**src/rtl/spi_byte_engine_pkg.sv**
```systemverilog
// Shared types and defaults for the SPI mode-0 byte engine.
package spi_byte_engine_pkg;

   typedef enum logic [1:0] {
      ST_IDLE = 2'd0,
      ST_LOW  = 2'd1,
      ST_HIGH = 2'd2,
      ST_GAP  = 2'd3
   } spi_state_e;

   localparam int   DEF_DATA_W     = 8;
   localparam int   DEF_CLK_DIV    = 1;
   localparam int   DEF_GAP_CYCLES = 1;
   localparam logic SPI_CPOL       = 1'b0;

   // Width able to hold 0..max_val, never narrower than one bit.
   function automatic int cnt_width(input int max_val);
      if (max_val < 1) begin
         return 1;
      end else begin
         return $clog2(max_val + 1);
      end
   endfunction

endpackage

```
**src/rtl/spi_byte_engine_phase_timer.sv**
```systemverilog
// Phase/gap counter: counts enabled edges up to last_i, pulses tc_o there and restarts at 0.
module spi_phase_timer #(
   parameter int CNT_W = 1
) (
   input  logic             clk_i,
   input  logic             rst_ni,
   input  logic             clr_i,
   input  logic             en_i,
   input  logic [CNT_W-1:0] last_i,
   output logic             tc_o
);

   logic [CNT_W-1:0] cnt_q;
   logic [CNT_W-1:0] cnt_d;
   logic             tc_s;

   // Next count and terminal pulse.
   always_comb begin
      cnt_d = cnt_q;
      tc_s  = en_i && (cnt_q == last_i);
      if (clr_i) begin
         cnt_d = {CNT_W{1'b0}};
      end else if (tc_s) begin
         cnt_d = {CNT_W{1'b0}};
      end else if (en_i) begin
         cnt_d = cnt_q + CNT_W'(1);
      end else begin
         cnt_d = cnt_q;
      end
   end

   // Count register.
   always_ff @(posedge clk_i or negedge rst_ni) begin
      if (!rst_ni) begin
         cnt_q <= {CNT_W{1'b0}};
      end else begin
         cnt_q <= cnt_d;
      end
   end

   assign tc_o = tc_s;

endmodule

```
**src/rtl/spi_byte_engine.sv**
```systemverilog
// SPI mode-0 full-duplex word shifter, MSB first, with a BUSY-extending inter-word gap.
module spi_byte_engine
   import spi_byte_engine_pkg::*;
#(
   parameter int DATA_W     = DEF_DATA_W,
   parameter int CLK_DIV    = DEF_CLK_DIV,
   parameter int GAP_CYCLES = DEF_GAP_CYCLES
) (
   input  logic              CLK,
   input  logic              RST,
   input  logic              sndRec,
   input  logic [DATA_W-1:0] DIN,
   input  logic              MISO,
   output logic              SCLK,
   output logic              MOSI,
   output logic              BUSY,
   output logic [DATA_W-1:0] DOUT
);

   localparam int DIV_LAST = CLK_DIV - 1;
   localparam int GAP_LAST = (GAP_CYCLES > 0) ? GAP_CYCLES - 1 : 0;
   localparam int CNT_W    = cnt_width((DIV_LAST > GAP_LAST) ? DIV_LAST : GAP_LAST);
   localparam int BIT_W    = cnt_width(DATA_W - 1);

   localparam logic [CNT_W-1:0] DIV_TC = CNT_W'(DIV_LAST);
   localparam logic [CNT_W-1:0] GAP_TC = CNT_W'(GAP_LAST);
   localparam logic [BIT_W-1:0] BIT_TC = BIT_W'(DATA_W - 1);

   spi_state_e        state_q,  state_d;
   logic [DATA_W-1:0] txsr_q,   txsr_d;
   logic [DATA_W-1:0] rxsr_q,   rxsr_d;
   logic [DATA_W-1:0] dout_q,   dout_d;
   logic [BIT_W-1:0]  bitcnt_q, bitcnt_d;
   logic              sclk_q,   sclk_d;
   logic              mosi_q,   mosi_d;
   logic              busy_q,   busy_d;

   logic              tmr_clr_s;
   logic              tmr_en_s;
   logic [CNT_W-1:0]  tmr_last_s;
   logic              tmr_tc_s;

   // One timer serves both SCLK half-periods and the trailing gap.
   spi_phase_timer #(
      .CNT_W (CNT_W)
   ) u_timer (
      .clk_i  (CLK),
      .rst_ni (RST),
      .clr_i  (tmr_clr_s),
      .en_i   (tmr_en_s),
      .last_i (tmr_last_s),
      .tc_o   (tmr_tc_s)
   );

   // Next-state and datapath control.
   always_comb begin
      state_d    = state_q;
      txsr_d     = txsr_q;
      rxsr_d     = rxsr_q;
      dout_d     = dout_q;
      bitcnt_d   = bitcnt_q;
      sclk_d     = sclk_q;
      mosi_d     = mosi_q;
      busy_d     = busy_q;
      tmr_clr_s  = 1'b0;
      tmr_en_s   = 1'b0;
      tmr_last_s = DIV_TC;

      case (state_q)
         ST_IDLE: begin
            tmr_clr_s = 1'b1;
            sclk_d    = SPI_CPOL;
            if (sndRec) begin
               txsr_d   = DIN;
               mosi_d   = DIN[DATA_W-1];
               busy_d   = 1'b1;
               bitcnt_d = {BIT_W{1'b0}};
               state_d  = ST_LOW;
            end else begin
               busy_d   = 1'b0;
            end
         end
         ST_LOW: begin
            tmr_en_s = 1'b1;
            if (tmr_tc_s) begin
               sclk_d  = 1'b1;
               rxsr_d  = {rxsr_q[DATA_W-2:0], MISO};
               state_d = ST_HIGH;
            end else begin
               state_d = ST_LOW;
            end
         end
         ST_HIGH: begin
            tmr_en_s = 1'b1;
            if (tmr_tc_s) begin
               sclk_d = 1'b0;
               if (bitcnt_q == BIT_TC) begin
                  dout_d = rxsr_q;
                  if (GAP_CYCLES > 0) begin
                     state_d = ST_GAP;
                  end else begin
                     busy_d  = 1'b0;
                     state_d = ST_IDLE;
                  end
               end else begin
                  // MOSI only moves on the falling SCLK edge.
                  txsr_d   = {txsr_q[DATA_W-2:0], 1'b0};
                  mosi_d   = txsr_q[DATA_W-2];
                  bitcnt_d = bitcnt_q + BIT_W'(1);
                  state_d  = ST_LOW;
               end
            end else begin
               state_d = ST_HIGH;
            end
         end
         ST_GAP: begin
            tmr_en_s   = 1'b1;
            tmr_last_s = GAP_TC;
            if (tmr_tc_s) begin
               busy_d  = 1'b0;
               state_d = ST_IDLE;
            end else begin
               state_d = ST_GAP;
            end
         end
         default: begin
            sclk_d  = SPI_CPOL;
            busy_d  = 1'b0;
            state_d = ST_IDLE;
         end
      endcase
   end

   // State and output registers; reset aborts any frame without touching DOUT beyond clearing it.
   always_ff @(posedge CLK or negedge RST) begin
      if (!RST) begin
         state_q  <= ST_IDLE;
         txsr_q   <= {DATA_W{1'b0}};
         rxsr_q   <= {DATA_W{1'b0}};
         dout_q   <= {DATA_W{1'b0}};
         bitcnt_q <= {BIT_W{1'b0}};
         sclk_q   <= SPI_CPOL;
         mosi_q   <= 1'b0;
         busy_q   <= 1'b0;
      end else begin
         state_q  <= state_d;
         txsr_q   <= txsr_d;
         rxsr_q   <= rxsr_d;
         dout_q   <= dout_d;
         bitcnt_q <= bitcnt_d;
         sclk_q   <= sclk_d;
         mosi_q   <= mosi_d;
         busy_q   <= busy_d;
      end
   end

   assign SCLK = sclk_q;
   assign MOSI = mosi_q;
   assign BUSY = busy_q;
   assign DOUT = dout_q;

endmodule

```
**config.mk**
```make
export PLATFORM = sky130hd
export DESIGN_NAME = spi_byte_engine
export DESIGN_NICKNAME = d
export VERILOG_FILES = /design/src/rtl/spi_byte_engine_pkg.sv /design/src/rtl/spi_byte_engine_phase_timer.sv /design/src/rtl/spi_byte_engine.sv
export SDC_FILE = /design/constraint.sdc
export NUM_CORES = 1
export LEC_CHECK = 0
export CAP_MARGIN = 30
export CELL_PAD_IN_SITES_DETAIL_PLACEMENT = 0
export CELL_PAD_IN_SITES_GLOBAL_PLACEMENT = 2
export CORE_AREA = 2 2 68 70
export DETAILED_ROUTE_END_ITERATION = 6
export DIE_AREA = 0 0 70 72
export GPL_TIMING_DRIVEN = 1
export PLACE_DENSITY_LB_ADDON = 0.1
export SYNTH_ARGS = -nofsm -noshare
export SYNTH_HDL_FRONTEND = slang
export SYNTH_HIERARCHICAL = 1
export SYNTH_SLANG_ARGS = --single-unit
```
**constraint.sdc**
```tcl
create_clock -name CLK -period 4.3 [get_ports CLK]
set_input_delay 1.29 -clock CLK [delete_from_list [all_inputs] [get_ports CLK]]
set_output_delay 1.29 -clock CLK [all_outputs]
set_load 0.005 [all_outputs]
```
==> results of run 1 <==
-- per-stage QoR --
step | utilization [%] | hold slack (ps) | worst slack (ps) | power [mW] | instances
after floorplan | - | 457 | 2090 | 0.751 | 106
after global placement | 40.2 | 487 | 1610 | 0.835 | 179
after detailed placement | 40.2 | 476 | 1590 | 0.851 | 179
after CTS | 43.2 | 491 | 1830 | 1.17 | 187
after global routing | 43.2 | 518 | 1820 | 1.24 | 187
final | 43.2 | 482 | 1860 | 1.15 | 187
-- layout by cell type, fill, tap and decap left out --
cell | Yosys | final
xnor2_1 | 1 | 1
nand4bb_1 | 1 | 1
nor2b_1 | 2 | 2
buf_4 | 2 | 2
a221oi_1 | 1 | 1
and2_1 | 1 | 1
ha_1 | 2 | 2
nand3_4 | 1 | 1
a21oi_1 | 1 | 1
mux2_2 | 31 | 31
inv_1 | 5 | 5
clkdlybuf4s50_1 | 0 | 22
dfrtp_1 | 32 | 32
o21a_1 | 1 | 1
bufinv_16 | 0 | 1
clkbuf_8 | 0 | 7
mux2i_1 | 3 | 3
or2_2 | 1 | 1
nand2b_1 | 2 | 2
nand3b_1 | 2 | 2
a22o_1 | 1 | 1
nand2_1 | 8 | 8
nor2_1 | 1 | 1
conb_1 | 1 | 2
o21ai_0 | 3 | 3
nor2b_4 | 1 | 1
-- where the power goes --
part / leakage (nW) / switching (mW) / total, mW / internal (mW)
combinational: 0.347 / 0.135 / 0.347 / 0.212
clock: 0.0645 / 0.111 / 0.315 / 0.204
sequential: 0.407 / 0.0835 / 0.491 / 0.408
-- layout make-up --
cell class              count  share of cell area, %
repair buffers             24                   12.8
inverters                   5                   1.02
well taps                  52                   3.54
clock buffers               7                   5.23
flip-flops and latches     32                   43.5
clock inverters             1                   1.63
multi-input cells          66                   32.3
-- synthesized netlist by cell type, types with 2 or more instances --
master / instances
dfrtp_1: 32
mux2i_1: 3
nand2_1: 8
inv_1: 5
buf_4: 2
ha_1: 2
mux2_2: 31
nand3b_1: 2
nand2b_1: 2
o21ai_0: 3
nor2b_1: 2
-- cell families after synthesis --
| kind of cell | synth area share [%] |
|---|---|
| muxes | 26.4 |
| DFF | 55.7 |
| and+or+nand+nor | 8.97 |
| buffers and inverters | 3.14 |
| AOI/OAI and AO/OA | 3.14 |
| adders and majority gates | 1.74 |
| other | 0.261 |
| xor gates and xnor gates | 0.610 |
-- worst paths after layout --
kind	cells after the start	slack, ps	start	to
setup / recovery	1	1860	SCLK	SCLK
hold / removal	1	480	bitcnt_q[0]	bitcnt_q[0]
setup reg to reg	5	2180	state_q[0]	rxsr_q[4]
hold reg to reg	1	480	bitcnt_q[0]	bitcnt_q[0]
max in group asynchronous	2	2600	RST	DOUT[2]
min in group asynchronous	2	1410	RST	state_q[1]
-- state kept, by name, summed over array words and instances, names as in the netlist --
| name | cells |
|---|---|
| rxsr_q | 8 |
| MOSI | 1 |
| u_timer/cnt_q | 1 |
| txsr_q | 7 |
| SCLK | 1 |
| BUSY | 1 |
| DOUT | 8 |
| bitcnt_q | 3 |
| state_q | 2 |
-- per-layer routing --
layer / routed length, um / vias up / global-route usage, %
met5: 0 / - / 0
met4: 71 / 0 / 7.69
met3: 109 / 7 / 3.19
met2: 1130 / 18 / 17.7
met1: 1210 / 411 / 13.9
li1: - / 414 / -
==> flow_summary.ini, run 1 <==
[placed_design]
gp_congestion = 0.655
dpl-instance-area_um2 = 1710
io_buffers = 22
hpwl_um = 1680

[critical_path]
cp.arrival_ps = 1150
path_class = reg -> out
cp-start-kind = register
path_buf_inv = 1
crit_path_max_fanout = 3
crit_path_end_kind = primary output
worstPathRequired_ps = 3010
crit_family = buffers and inverters
cpPeakStageDelay_ps = 510
critPathSlowestCell = clkdlybuf4s50_1
crit_chain = clkdlybuf4s50_1

[flow_run]
drv_cap = 0

[timing]
hold_viol_final = 0
fin_crit_ps = 2440
fin_skew_ps = 4.26
drv_slew = 0
fin_crit_sh_pct = 56.8
finalSetupViolations = 0
rsz0062_at_grt = false
fmax_ghz = 0.409
finalSetupTns_ps = 0

[global_route]
antenna_found_initial = 0
grt_max_degree = 33
grt_pass1_wl_um = 4430
gr-usage-all-layers_pct = 11.4
grt_pass1_vias = 950
grt_overflow = 0

[drt]
drt-pass1-iter-count = 4
ant_nets = 0
num_vias = 850
wirelength_um = 2520
first_iter_violations = 35
via_per_inst = 4.55
drc = 0
wl_per_cell_um = 13.5

[yosys]
synthTopCellsByArea = dfrtp_1, mux2_2, mux2i_1
yosysTopAreaCellShare_pct = 55.7
syn_avg_cell_area_um2 = 13.7
synth_cell_types = 24
synth-edff-count = 0
yosys_warnings = 6
yosysTopAreaCell = dfrtp_1
synth-seq-cells = 32
synth_seq_area_share_pct = 55.7
postSynthCellCount = 105
synth.cell_area_um2 = 1440
synthFlopType = dfrtp_1
async_flop_share_pct = 100

[clocking]
clock-sinks = 32
hold_buffers = 0
postCtsSetupRepairBufs = 0
root_buffer = clkbuf_8
cts_buffers = 5
clock_latency_ps = 280
cts_tree = built
cts_max_path_buffers = 2
post_cts_resized = 0
cts.htree.levels = 2
clkTransAtPathRegs_ps = 70

[pwr]
power.density_nw_per_um2 = 627
ir_drop_mv = 0.214
p_leak_nw = 0.818

[worst_hold_path]
min_path_type = reg -> reg

[finish]
antenna_cells = 0
design_area_um2 = 1840
multi_input_area_um2 = 594
layout.nets = 148
register_area_um2 = 801
drive_gt1_share_pct = 32.6
nFillCells = 405
areaGrowthSynthToFinish_pct = 28.1

[floorplanning]
core_um2 = 4260
core.rowCount = 24
dieWidth_um = 70
pin_count = 23
die_area_um2 = 5040
start_util_pct = 33.7
die_h_um = 72

[run_status]
outcome = finished, final reports clean
Power figures use the tool's default switching activity.
==> run 2: changes to the inputs <==
--- a/config.mk
+++ b/config.mk
@@ -8,9 +8,9 @@
 export CAP_MARGIN = 30
 export CELL_PAD_IN_SITES_DETAIL_PLACEMENT = 0
 export CELL_PAD_IN_SITES_GLOBAL_PLACEMENT = 2
-export CORE_AREA = 2 2 68 70
+export CORE_AREA = 2 2 70 72
 export DETAILED_ROUTE_END_ITERATION = 6
-export DIE_AREA = 0 0 70 72
+export DIE_AREA = 0 0 72 74
 export GPL_TIMING_DRIVEN = 1
 export PLACE_DENSITY_LB_ADDON = 0.1
 export SYNTH_ARGS = -nofsm -noshare
==> constraint.sdc (replaced) <==
create_clock -name CLK -period 2 [get_ports CLK]
set_input_delay 0.6 -clock CLK [delete_from_list [all_inputs] [get_ports CLK]]
set_output_delay 0.6 -clock CLK [all_outputs]
set_load 0.005 [all_outputs]
==> flow_summary.ini, run 2 (same netlist as run 1, synthesis figures left out) <==
[run_status]
outcome = finished, final reports clean

[floorplanning]
pin_count = 23
die_area_um2 = 5330
die_h_um = 74
start_util_pct = 31.2
core.rowCount = 25
dieWidth_um = 72
core_um2 = 4600

[drt]
maxUsedRoutingLayer = met4
num_vias = 866
via_per_inst = 4.49
met2_length_um = 1180
wl_met3_um = 118
wirelength_um = 2410
drt-pass1-iter-count = 2
first_iter_violations = 10
wl_per_cell_um = 12.5
drc = 0
wirelength_met1_um = 1090
ant_nets = 0

[worst_hold_path]
min_path_type = reg -> reg

[timing]
finalSetupViolations = 0
fmax_ghz = 0.539
fin_skew_ps = 4.45
drv_slew = 0
hold_viol_final = 0
fin_crit_sh_pct = 92.8
rsz0062_at_grt = false
fin_crit_ps = 1860

[clocking]
post_cts_resized = 0
root_buffer = clkbuf_8
clkTransAtPathRegs_ps = 70
clock_latency_ps = 280
cts_tree = built
cts_buffers = 5
postCtsSetupRepairBufs = 0
cts.htree.levels = 2
hold_buffers = 0
cts_max_path_buffers = 2
clock-sinks = 32

[global_route]
grt_max_degree = 33
antenna_found_initial = 0
grt_overflow = 0
gr-usage-all-layers_pct = 10.5
grt_pass1_vias = 937
grt_pass1_wl_um = 4230

[critical_path]
crit_path_end_kind = register
cp-start-kind = register
cp.arrival_ps = 2030
path_class = reg -> reg
crit_path_max_fanout = 8
worstPathRequired_ps = 2170

[finish]
drive_gt1_share_pct = 34.5
areaGrowthSynthToFinish_pct = 28.0
layout_common_cells = dfrtp_1, mux2_2, clkdlybuf4s50_1, nand2_1, buf_4
final_common_cell = dfrtp_1
layout.nets = 152
final_core_util_pct = 40.0
antenna_cells = 0

[pwr]
p_clk_share_pct = 21.1
p_int_mw = 1.63
power.density_nw_per_um2 = 1270
pwr-share-comb_pct = 36.1
p_leak_nw = 0.814
ir_drop_mv = 0.482
total_power_mw = 2.34
swShare_pct = 30.5
p_seq_share_pct = 42.8
switching_power_mw = 0.714

[placed_design]
gp_congestion = 0.658
hpwl_um = 1660
io_buffers = 22

[flow_run]
drv_cap = 0
[run 2: changes by cell type in the layout (fill, tap and decap cells not counted)]
cell and delta:
clkbuf_8 -2, clkinv_4 +1, buf_4 +4, bufinv_16 -1, clkinvlp_4 +2
[run 2: path summary, 6_finish.rpt]
kind / from / endpoint / slack [ps] / depth (start not counted)
max in group asynchronous: RST / bitcnt_q[2] / 980 / 2
worst max register to register: state_q[1] / rxsr_q[6] / 140 / 5
min in group asynchronous: RST / txsr_q[0] / 730 / 2
worst min register to register: bitcnt_q[0] / bitcnt_q[0] / 480 / 1
worst max-delay path: state_q[1] / rxsr_q[6] / 140 / 5
worst min-delay path: bitcnt_q[0] / bitcnt_q[0] / 480 / 1
[run 2: final cells by class]
cell class | count | area [um2]
clock buffers | 5 | 68.8
clock inverters | 3 | 23.8
fillers | 444 | 2760
inverters | 5 | 18.8
multi-input cells | 66 | 594
flip-flops and latches | 32 | 801
well taps | 54 | 67.6
repair buffers | 28 | 265
[run 2: critical path, stage by stage, from the launching register on]
cell and delay (ps):
dfrtp_1 380, or2_2 340, and2_1 200, nor2b_1 170, nand2_1 280, mux2_2 380
[run 2: through the flow]
step | std cells | setup WS [ps] | TNS, ps | hold slack (ps) | area (um2)
finish | 193 | 144 | 0 | 482 | 1840
global route | 193 | 35.6 | 0 | 514 | 1840
CTS | 193 | 118 | 0 | 490 | 1840
detailed placement | 185 | -10.6 | -26.4 | 481 | 1750
global placement | 185 | 26.8 | 0 | 471 | 1750
floorplan | 106 | 118 | 0 | 304 | 1440
[run 2: layer usage]
| metal | vias to the layer above | GRT usage, % |
|---|---|---|
| li1 | 424 | - |
| met2 | 15 | 17.0 |
| met1 | 423 | 12.3 |
| met3 | 4 | 3.12 |
| met5 | - | 0 |
| met4 | 0 | 6.29 |
[run 2: power by group through the flow]
stage	Combinational [mW]	Sequential, mW	Clock (mW)
floorplan	0.622	0.993	0
finish	0.844	1.00	0.494
CTS	0.865	1.01	0.518
detailed placement	0.863	1.02	0
global placement	0.841	1.01	0
global route	0.938	1.04	0.547
==> run 3: changes to the inputs <==
--- a/config.mk
+++ b/config.mk
@@ -13,6 +13,7 @@
 export DIE_AREA = 0 0 72 74
 export GPL_TIMING_DRIVEN = 1
 export PLACE_DENSITY_LB_ADDON = 0.1
+export SKIP_CTS_REPAIR_TIMING = 1
 export SYNTH_ARGS = -nofsm -noshare
 export SYNTH_HDL_FRONTEND = slang
 export SYNTH_HIERARCHICAL = 1
==> results of run 3 <==
The final DEF is identical to that of run 2; final timing and power are the same.
